## config.mk

```make
export PLATFORM = sky130hd
export DESIGN_NAME = ysyx_23060184_csr_unit
export DESIGN_NICKNAME = d
export VERILOG_FILES = /design/src/rtl/ysyx_23060184_csr_unit.sv
export SDC_FILE = /design/constraint.sdc
export NUM_CORES = 1
export LEC_CHECK = 0
export CAP_MARGIN = 20
export CORE_ASPECT_RATIO = 0.9
export CORE_UTILIZATION = 48
export CTS_CLUSTER_SIZE = 8
export DETAILED_ROUTE_END_ITERATION = 8
export HOLD_SLACK_MARGIN = 0.1
export PLACE_DENSITY = 0.8
export SETUP_SLACK_MARGIN = 0.3
export SLEW_MARGIN = 20
export SYNTH_ARGS = -nofsm -noshare
export SYNTH_HDL_FRONTEND = slang
export SYNTH_SLANG_ARGS = --single-unit
export TNS_END_PERCENT = 20
```

## constraint.sdc

```tcl
create_clock -name clk -period 7.3 [get_ports clk]
set_input_delay 1.46 -clock clk [delete_from_list [all_inputs] [get_ports clk]]
set_output_delay 1.46 -clock clk [all_outputs]
set_load 0.02 [all_outputs]
```

## src/rtl/ysyx_23060184_csr_unit.sv

```systemverilog
// CSR execution unit: takes one Zicsr/system instruction, reads the CSR,
// commits the read-modify-write result to the register file, and returns
// the old value (or trap/return target) to writeback with a PC redirect.
module ysyx_23060184_csr_unit #(
  parameter int DATA_WIDTH     = 32,
  parameter int CSR_ADDR_WIDTH = 10
) (
  input  logic                      clk,
  input  logic                      rst,
  input  logic                      in_valid,
  output logic                      in_ready,
  input  logic [DATA_WIDTH-1:0]     in_pc,
  input  logic [2:0]                in_op,
  input  logic                      in_ecall,
  input  logic                      in_mret,
  input  logic [CSR_ADDR_WIDTH-1:0] in_csr,
  input  logic [4:0]                in_rs1_idx,
  input  logic [DATA_WIDTH-1:0]     in_rs1_data,
  input  logic [4:0]                in_zimm,
  input  logic [4:0]                in_rd,
  output logic [CSR_ADDR_WIDTH-1:0] csr_raddr,
  input  logic [DATA_WIDTH-1:0]     csr_rdata,
  output logic [CSR_ADDR_WIDTH-1:0] csr_waddr,
  output logic [DATA_WIDTH-1:0]     csr_wdata,
  output logic                      csr_wen,
  output logic                      csr_ecall,
  output logic                      csr_mret,
  output logic [DATA_WIDTH-1:0]     csr_pc,
  output logic                      csr_wvalid,
  input  logic                      csr_pready,
  output logic                      wb_valid,
  input  logic                      wb_ready,
  output logic [4:0]                wb_rd,
  output logic [DATA_WIDTH-1:0]     wb_data,
  output logic                      redirect_valid,
  output logic [DATA_WIDTH-1:0]     redirect_pc
);

  typedef enum logic [1:0] {IDLE, READ, COMMIT, RESP} state_t;
  typedef enum logic [1:0] {CLS_NONE, CLS_CSR, CLS_ECALL, CLS_MRET} cls_t;

  // mcause code for an environment call from M-mode
  localparam logic [DATA_WIDTH-1:0] MCAUSE_ECALL_M = DATA_WIDTH'(11);

  state_t state;
  cls_t   cls_q;
  cls_t   cls_in;

  logic                      accept;
  logic [DATA_WIDTH-1:0]     pc_q;
  logic [2:0]                op_q;
  logic [CSR_ADDR_WIDTH-1:0] csr_q;
  logic [4:0]                rs1_idx_q;
  logic [DATA_WIDTH-1:0]     rs1_data_q;
  logic [4:0]                zimm_q;
  logic [4:0]                rd_q;
  logic [DATA_WIDTH-1:0]     old_q;
  logic [DATA_WIDTH-1:0]     src;

  // Read-modify-write result selected by funct3[1:0]
  function automatic logic [DATA_WIDTH-1:0] csr_new(input logic [2:0] op,
                                                    input logic [DATA_WIDTH-1:0] old,
                                                    input logic [DATA_WIDTH-1:0] s);
    case (op[1:0])
      2'b01:   csr_new = s;
      2'b10:   csr_new = old | s;
      2'b11:   csr_new = old & ~s;
      default: csr_new = old;
    endcase
  endfunction

  // Set/clear with an x0/zero source must not write (no side effects)
  function automatic logic csr_wneed(input cls_t cls, input logic [2:0] op,
                                     input logic [4:0] rs1_idx, input logic [4:0] zimm);
    if (cls != CLS_CSR)       csr_wneed = 1'b0;
    else if (op[1:0] == 2'b01) csr_wneed = 1'b1;
    else if (op[2])           csr_wneed = (zimm != 5'd0);
    else                      csr_wneed = (rs1_idx != 5'd0);
  endfunction

  assign accept = in_valid & in_ready;

  // Instruction class at capture: ECALL beats MRET, both override funct3
  always_comb begin
    cls_in = CLS_NONE;
    if (in_ecall)                cls_in = CLS_ECALL;
    else if (in_mret)            cls_in = CLS_MRET;
    else if (in_op[1:0] != 2'b00) cls_in = CLS_CSR;
  end

  // Source operand: zero-extended zimm for immediate forms, else rs1
  always_comb begin
    src = op_q[2] ? DATA_WIDTH'(zimm_q) : rs1_data_q;
  end

  // Instruction fields and old CSR value; data only, no reset needed
  always_ff @(posedge clk) begin
    if (accept) begin
      pc_q       <= in_pc;
      op_q       <= in_op;
      csr_q      <= in_csr;
      rs1_idx_q  <= in_rs1_idx;
      rs1_data_q <= in_rs1_data;
      zimm_q     <= in_zimm;
      rd_q       <= in_rd;
    end
    if (state == READ) old_q <= csr_rdata;
  end

  // Control FSM with registered outputs
  always_ff @(posedge clk or posedge rst) begin
    if (rst) begin
      state          <= IDLE;
      cls_q          <= CLS_NONE;
      in_ready       <= 1'b1;
      csr_raddr      <= '0;
      csr_waddr      <= '0;
      csr_wdata      <= '0;
      csr_wen        <= 1'b0;
      csr_ecall      <= 1'b0;
      csr_mret       <= 1'b0;
      csr_pc         <= '0;
      csr_wvalid     <= 1'b0;
      wb_valid       <= 1'b0;
      wb_rd          <= '0;
      wb_data        <= '0;
      redirect_valid <= 1'b0;
      redirect_pc    <= '0;
    end else begin
      case (state)
        IDLE: begin
          if (accept) begin
            state     <= READ;
            in_ready  <= 1'b0;
            cls_q     <= cls_in;
            csr_raddr <= in_csr;
            csr_ecall <= (cls_in == CLS_ECALL);
            csr_mret  <= (cls_in == CLS_MRET);
          end
        end
        // READ -> COMMIT: old value arrives on csr_rdata this cycle
        READ: begin
          state      <= COMMIT;
          csr_wvalid <= 1'b1;
          csr_waddr  <= csr_q;
          csr_wen    <= csr_wneed(cls_q, op_q, rs1_idx_q, zimm_q);
          csr_wdata  <= (cls_q == CLS_ECALL) ? MCAUSE_ECALL_M
                                             : csr_new(op_q, csr_rdata, src);
          csr_pc     <= (cls_q == CLS_ECALL) ? pc_q : '0;
        end
        // COMMIT -> RESP: everything held until the register file accepts
        COMMIT: begin
          if (csr_pready) begin
            state          <= RESP;
            csr_wvalid     <= 1'b0;
            csr_wen        <= 1'b0;
            csr_waddr      <= '0;
            csr_wdata      <= '0;
            csr_pc         <= '0;
            csr_ecall      <= 1'b0;
            csr_mret       <= 1'b0;
            wb_valid       <= 1'b1;
            wb_data        <= old_q;
            wb_rd          <= (cls_q == CLS_CSR) ? rd_q : 5'd0;
            redirect_valid <= (cls_q == CLS_ECALL) || (cls_q == CLS_MRET);
            redirect_pc    <= ((cls_q == CLS_ECALL) || (cls_q == CLS_MRET)) ? old_q : '0;
          end
        end
        // RESP -> IDLE: hold result until writeback takes it
        RESP: begin
          if (wb_ready) begin
            state          <= IDLE;
            in_ready       <= 1'b1;
            csr_raddr      <= '0;
            wb_valid       <= 1'b0;
            wb_rd          <= '0;
            wb_data        <= '0;
            redirect_valid <= 1'b0;
            redirect_pc    <= '0;
          end
        end
        default: state <= IDLE;
      endcase
    end
  end

endmodule

```

==> metrics, run 1 <==
outcome completed; die height 143.7 um; Mapped Cells 684; First-pass DRT Iterations 7; Distinct cells, synth 46; worst reg2reg path depth 7; Max-slew headroom 33.40%; commonest non-fill, non-tap cells in the layout clkdlybuf4s50_1 (290), dfrtp_1 (163), edfxtp_1 (124); Rows 51; Post-synth EDFFs 124; syn_area_per_cell 15.66 um2; syn nets 819; initial antenna violation count 1; Iter 0 DRT Violations 403; Antenna Violating Nets Remaining 0; placed cell area 13850 um2; drt total wl 27.21 mm; critical path class flop to flop; Peak supply drop 290.4 uV; WP data arrival 3.93 ns; worst hold path type flop to flop; kind of end point of the critical path flop; Post-layout nets 1118; Final Core Density 69.31%; remaining global-route overflow 0; largest net degree at the start of global routing 104; Worst-Skew Late Latency 0.52 ns; Post-CTS Setup Inserts 0; diodes inserted 0; Die X 159.4 um; Die Area 22910 um2; Max Cap Viol 0; crit path launch type flop; TritonCTS clock tree done; Setup Total Neg Slack 0 ns; Vias 7054; synth warn 0; Fin. Hold Viols 0; Placer Congestion 0.7765; Seq cells post-synth 288; clk_skew 0.01293 ns; CTS sink cnt 288; TritonCTS Buffers 42; maximum clock frequency 287.5 MHz; port buffer count 290; Tot Pwr 0.006825 W; fin area 15080 um2; DRC viols 0; Hold-fix buffers, CTS 0; vias in the first global route 7384; RSZ-0062 raised after global routing false; fillers 1491; I/O pin count 291; crit-path max cell delay 0.81 ns; slowest CP cell ha_2; core area 21760 um2; maximum buffer depth of the clock tree 3; Final Max Tran Viols 0; final period utilization 47.64%; Main synth FF type dfrtp_1; Critical Path RT 7.75 ns; H-tree level count 2; DP Worst Slack 3.463 ns; Crit Path Max Fanout 35; Clock Pin Slew Worst Setup and Hold Paths 0.05 ns; Leakage 6.256 nW; Cell Area, Synth 10710 um2; endpoints failing setup 0; crit-path cells inv_1 -> ha_2 -> nor2b_2 -> nand2_1 -> buf_4 -> a211oi_1 -> a21o_1; hpwl dp 17.76 mm; Starting Density 49.22%; Period minus WS final 3.478 ns; ys async rst share 56.94%; Via density 5.401; P&R area growth vs syn 40.82%; CTS Root Cell clkbuf_16; fin worst setup slack 3.822 ns; CTS resizes 0; Pwr per Cell Area 452.6 nW/um2; detail-routed net length per standard cell 20.83 um; commonest non-fill, non-tap cell in the layout clkdlybuf4s50_1; gr usage total 24.44%; share of layout cells above drive strength 1 7.488%; register area share after synthesis 73.10%; Tightest Pin Transition 0.9967 ns; hold-critical path depth 1; global-route wire length before repair 42.38 mm
[through the flow]
step	cells	hold WS, ns
6_report	1306	0.4573
5_1_grt	1306	0.4760
4_1_cts	1306	0.4571
3_5_place_dp	1230	0.4548
3_3_place_gp	1230	0.4439
2_1_floorplan	684	0.4426
[sequential cells by signal, indices dropped and copies added (netlist names), 5 cells and up]
name,cells
rs1_data_q,32
csr_wdata,32
csr_raddr,10
csr_waddr,10
rs1_idx_q,5
pc_q,32
wb_data,32
wb_rd,5
csr_pc,32
csr_q,10
rd_q,5
zimm_q,5
old_q,32
redirect_pc,32
[path summary, 6_finish.rpt]
kind | start | slack (ns) | endpoint
hold / removal | pc_q[0] | 0.46 | csr_pc[0]
min in group asynchronous | rst | 1.53 | wb_valid
hold reg to reg | pc_q[0] | 0.46 | csr_pc[0]
setup reg to reg | state[1] | 3.82 | csr_wdata[14]
setup / recovery | state[1] | 3.82 | csr_wdata[14]
max in group asynchronous | rst | 4.39 | csr_pc[11]
[Yosys cell counts (all sizes together), types with 4 or more instances]
cell type,instances,area share (%)
ha,4,0.47
inv,7,0.25
mux2,6,0.74
nand2b,4,0.23
xnor2,30,2.5
dfrtp,163,38
edfxtp,124,35
nor2b,30,1.8
a22o,121,9.9
clkbuf,14,0.56
a21o,31,2.2
o21ai,4,0.19
buf,33,1.7
a211oi,30,2.1
nand2,12,0.42
nor2,7,0.29
a21oi,34,1.6
[layer usage]
metal	share of wire [%]	GRT usage [%]	vias up
met3	8.4	7.908	36
met2	48	40.56	285
met4	1.9	7.794	2
met5	0.048	0	-
li1	-	-	3210
met1	41	30.65	3521
[area by class of cell]
class,count,area (um2),area share (%)
sequential,288,7829,51.91
timing repair buffer,302,2993,19.85
multi-input combinational,342,2635,17.47
clock buffer,73,1189,7.882
tap,291,364.1,2.414
clock inverter,3,37.54,0.2489
inverter,7,33.78,0.2240
[critical path, delay by kind of cell (launching register included)]
family                     cells  cell delay [ns]
buffers and inverters          2             0.49
adders and majority gates      1             0.81
AOI/OAI and AO/OA              2             0.39
and+or+nand+nor                2             1.30
DFF                            1             0.40
[logic make-up (layout without fill, tap and decap cells)]
kind of cell	after synthesis	count (layout)	share of synthesized area, %
xor gates and xnor gates	30	30	2.454
adders and majority gates	4	4	0.4674
AOI/OAI and AO/OA	233	233	16.95
muxes	6	6	0.7360
and+or+nand+nor	69	69	3.739
buffers and inverters	54	385	2.547
DFF	288	288	73.10
[power by group]
group          internal [W]  leakage (nW)  total, W  switching (W)
Sequential          0.00226          3.38   0.00257       0.000313
Combinational       0.00114          2.29   0.00248        0.00134
Clock               0.00110         0.584   0.00177       0.000671
Total               0.00450          6.26   0.00683        0.00233
No activity file was read; power rests on OpenSTA's default activity.
==> inputs of run 2 (changes only) <==
Settings changed: CORE_UTILIZATION 48 to 43, PLACE_DENSITY 0.8 to 0.75.
Clock period 7.3 ns to 2.8 ns, I/O delays scaled along.
==> metrics, run 2 (synthesis gave the netlist of run 1 again) <==
Post-CTS Setup Inserts 0 (unchanged); slowest CP cell clkdlybuf4s50_1; crit path launch type flop; gr usage total 21.96% (-2.5 points); sequential cell area 7829 um2 (unchanged); Die X 168.4 um (+5.6%); Max Cap Viol 0 (unchanged); CTS Root Cell clkbuf_16; DRC viols 0 (unchanged); Tightest Pin Transition 0.9427 ns (-0.05406 ns); TritonCTS clock tree done; remaining global-route overflow 0 (unchanged); WP data arrival 1.68 ns (-2.25 ns); Max-slew headroom 36.88% (+3.5 points); delay-heaviest family, CP buffers and inverters; Setup Total Neg Slack 0 ns (unchanged); dpl cells 1261 (+2.5%); fin cells 1334 (+2.1%); maximum clock frequency 446.6 MHz; Vias 7162 (+1.5%); critical path class flop to output port; Buffers & Inverters on Critical Path 1 (-1); RSZ-0062 raised after global routing false; diodes inserted 0 (unchanged); P&R area growth vs syn 42.63%; Worst-Skew Late Latency 0.51 ns (about the same); port buffer count 290 (unchanged); largest net degree at the start of global routing 72 (-31%); worst hold path type input port to asynchronous set/reset pin; Clock Pin Slew Worst Setup and Hold Paths 0.05 ns (about the same); Post-layout nets 1131 (+1.2%); Final Core Density 62.80% (-6.5 points); initial antenna violation count 1 (unchanged); core area 24320 um2 (+12%); fillers 1768 (+19%); Antenna Violating Nets Remaining 0 (unchanged); die height 151.7 um (+5.6%); footprint of the multi-input gates 2635 um2 (unchanged); drt total wl 28.00 mm (+2.9%); vias in the first global route 7423 (+0.53%); Fin. Hold Viols 0 (unchanged); commonest non-fill, non-tap cells in the layout clkdlybuf4s50_1 (290), dfrtp_1 (163), edfxtp_1 (124); Via density 5.369 (-0.60%); Period minus WS final 2.239 ns; Starting Density 44.03% (-5.2 points); endpoints failing setup 0 (unchanged); H-tree level count 2 (unchanged); Critical Path RT 2.24 ns (-5.51 ns); Crit Path Max Fanout 4 (-89%); Placer Congestion 0.7910 (+1.9%); clk_skew 0.009084 ns (-0.003843 ns); Hold-fix buffers, CTS 0 (unchanged); commonest non-fill, non-tap cell in the layout clkdlybuf4s50_1; share of layout cells above drive strength 1 8.577% (+1.1 points); Pwr per Cell Area 1168 nW/um2 (+160%); First-pass DRT Iterations 5 (-2); Iter 0 DRT Violations 358 (-11%); Die Area 25540 um2 (+11%); final period utilization 79.97%; Peak supply drop 724.3 uV (+150%); I/O pin count 291 (unchanged); CTS resizes 0 (unchanged); detail-routed net length per standard cell 20.99 um (+0.75%); maximum buffer depth of the clock tree 3 (unchanged); TritonCTS Buffers 41 (-2.4%); crit-path max cell delay 0.61 ns (-0.20 ns); global-route wire length before repair 42.49 mm (+0.26%); outcome completed; kind of end point of the critical path output port; Leakage 6.338 nW (+1.3%); crit-path cells clkdlybuf4s50_1; hpwl dp 18.53 mm (+4.3%); Final Max Tran Viols 0 (unchanged); Rows 54 (+5.9%); CTS sink cnt 288 (unchanged)
==> run 2: cell count changes in the layout (fill, tap and decap cells not counted), sizes merged <==
cell,delta
buf,+14
clkbuf,-1
clkinv,-1
clkinvlp,+2
inv,-3
==> run 2: final timing paths <==
kind	startpoint	end	slack (ns)	cells after the start
min in group clk	pc_q[2]	csr_pc[2]	0.46	1
min reg2reg	pc_q[2]	csr_pc[2]	0.46	1
max	in_ready	in_ready	0.56	1
min	rst	redirect_pc[5]	0.45	2
max in group asynchronous	rst	in_ready	1.65	3
max reg2reg	state[0]	csr_wdata[0]	0.64	7
==> run 2: stage by stage <==
step	power (W)	setup WS (ns)	hold WS, ns	cell area, um2
6_report	0.01784	0.5609	0.4468	15270
4_1_cts	0.01800	0.5432	0.4456	15270
3_3_place_gp	0.01322	0.6438	0.4444	14080
2_1_floorplan	0.01015	0.1560	0.4426	10720
5_1_grt	0.01867	0.4845	0.4740	15270
3_5_place_dp	0.01339	0.5910	0.4535	14080
==> run 2: power breakdown <==
group / internal, W / switching (W)
sequential: 0.00589 / 0.000799
clock: 0.00283 / 0.00170
combinational: 0.00307 / 0.00355
total: 0.0118 / 0.00605
==> run 2: cell type report <==
type	count	area share, %
clock buffers	72	7.757
clock inverters	1	0.05734
inverters	7	0.2212
multi-input cells	342	17.25
flip-flops and latches	288	51.25
well taps	308	2.523
repair buffers	316	20.94
==> run 2: metal layers <==
metal	global-route usage (%)	up-vias	routed length, um
li1	-	3233	-
met1	27.83	3562	11590
met2	35.37	312	13050
met3	7.792	55	2737
met4	7.136	0	620
met5	0	-	0
==> inputs of run 3 (changes only) <==
Settings changed: CORE_UTILIZATION 43 to 48, PLACE_DENSITY 0.75 to 0.8.
Clock period 2.8 ns to 2.1 ns, I/O delays scaled along.
==> metrics, run 3 (synthesis gave the netlist of run 1 again) <==
clk_skew 0.01269 ns (+0.003610 ns); DRC viols 0 (unchanged); Fin. Hold Viols 0 (unchanged); commonest non-fill, non-tap cells in the layout clkdlybuf4s50_1 (237), dfrtp_1 (163), edfxtp_1 (124); Worst-Skew Late Latency 0.50 ns (about the same); Iter 0 DRT Violations 426 (+19%); commonest non-fill, non-tap cell in the layout clkdlybuf4s50_1; delay-heaviest family, CP buffers and inverters; Final Max Tran Viols 0 (unchanged); TritonCTS Buffers 41 (unchanged); met3 Usage GRT 7.302% (-0.49 points); Leakage 7.171 nW (+13%); outcome completed; critical register-to-register path endpoint redirect_pc[12]; RSZ-0062 raised after global routing true; port buffer count 290 (unchanged); detail-routed net length per standard cell 20.78 um (-1.0%); Crit Path Max Fanout 2 (-2); initial antenna violation count 0 (-1); critical path class flop to output port; fin cells 1319 (-1.1%); Placer Congestion 0.8305 (+5.0%); flop2flop setup slack 0.30 ns (-0.34 ns); remaining global-route overflow 0 (unchanged); worst reg2reg path depth 4 (-3); Period minus WS final 1.918 ns; Peak supply drop 935.5 uV (+29%); Critical Path RT 1.68 ns (-0.56 ns); Vias 7186 (+0.34%); Hold-fix buffers, CTS 0 (unchanged); Setup Total Neg Slack 0 ns (unchanged); worst hold path type input port to asynchronous set/reset pin; Worst Hold Slack 0.4059 ns (-0.04092 ns); vias in the first global route 7366 (-0.77%); CTS sink cnt 288 (unchanged); WP data arrival 1.50 ns (-0.18 ns); largest net degree at the start of global routing 97 (+35%); crit-path max cell delay 0.64 ns (+0.03 ns); crit-path cells clkdlybuf4s50_1; Starting Density 49.22% (+5.2 points); fillers 1407 (-20%); Clock Pin Slew Worst Setup and Hold Paths 0.05 ns (about the same); Tightest Pin Transition 0.5315 ns (-0.4112 ns); Die X 159.4 um (-5.3%); Antenna Violating Nets Remaining 0 (unchanged); DP Worst Slack 0.03769 ns (-0.5533 ns); Worst R2R Start state[1]; crit path launch type flop; maximum buffer depth of the clock tree 3 (unchanged); diodes inserted 0 (unchanged); Max Cap Viol 0 (unchanged); Via density 5.448 (+1.5%); H-tree level count 2 (unchanged); share of layout cells above drive strength 1 8.949% (+0.37 points); CTS Root Cell clkbuf_16; TritonCTS clock tree done; gr usage total 24.14% (+2.2 points); core area 21760 um2 (-11%); final period utilization 91.35%; First-pass DRT Iterations 5 (unchanged); Max-slew headroom 64.57% (+28 points); Post-CTS Setup Inserts 0 (unchanged); dpl cells 1245 (-1.3%); M1 GR Usage 30.78% (+2.9 points); drt total wl 27.41 mm (-2.1%); kind of end point of the critical path output port; global-route wire length before repair 42.01 mm (-1.1%); Tot Pwr 0.02390 W (+34%); endpoints failing setup 0 (unchanged); GR peak layer met2; Rows 51 (-5.6%); Pwr per Cell Area 1548 nW/um2 (+33%); fin worst setup slack 0.1817 ns (-0.3792 ns); slowest CP cell clkdlybuf4s50_1; I/O pin count 291 (unchanged); Die Area 22910 um2 (-10%); maximum clock frequency 521.3 MHz; die height 143.7 um (-5.3%); Post-layout nets 1132 (+0.088%); grt met2 use 39.50% (+4.1 points); hpwl dp 18.67 mm (+0.76%); P&R area growth vs syn 44.19%; Buffers & Inverters on Critical Path 1 (unchanged)
[run 3: changes by cell type in the layout (fill, tap and decap cells not counted), sizes merged]
cell	delta
buf	+1
clkbuf	+1
dlygate4sd2	+4
dlymetal6s2s	+49
clkdlybuf4s50	-53
[run 3: per-layer routing]
layer	share of wire (%)	vias to the layer above
met5	0	-
met4	2.4	0
met3	8.5	49
met2	48	319
met1	41	3578
li1	-	3240
[run 3: how the worst max path moves through the flow]
stage	slack, ns	depth (start not counted)	from	end
2_1_floorplan	-0.40	1	rst	cls_q[0]
3_3_place_gp	0.11	7	state[0]	csr_wdata[8]
3_5_place_dp	0.04	7	state[0]	csr_wdata[8]
4_1_cts	0.13	1	csr_pc[3]	csr_pc[3]
5_1_grt	0.16	1	csr_wdata[15]	csr_wdata[15]
6_report	0.18	1	csr_waddr[8]	csr_waddr[8]
[run 3: timing repair]
action,in CTS,in global routing
gates resized for setup,10,49
setup endpoints to repair,307,246
gates cloned,0,0
[run 3: metrics by stage]
step / util (%) / area [um2]
4_1_cts: 70.40 / 15320
3_5_place_dp: 64.76 / 14090
2_1_floorplan: - / 10720
3_3_place_gp: 64.76 / 14090
6_report: 70.96 / 15440
5_1_grt: 70.96 / 15440
[run 3: cell type report]
type | instances | area (um2) | share of cell area [%]
inverter | 7 | 33.78 | 0.2188
clock buffer | 73 | 1189 | 7.698
tap | 291 | 364.1 | 2.358
multi-input combinational | 342 | 2665 | 17.26
timing repair buffer | 317 | 3352 | 21.71
clock inverter | 1 | 8.758 | 0.05672
sequential | 288 | 7829 | 50.70
[run 3: power breakdown]
part           switching (W)  leakage (nW)  internal [W]  total [W]
Sequential           0.00111          3.38       0.00785    0.00896
Combinational        0.00472          3.22       0.00418    0.00891
Clock                0.00225         0.570       0.00379    0.00604
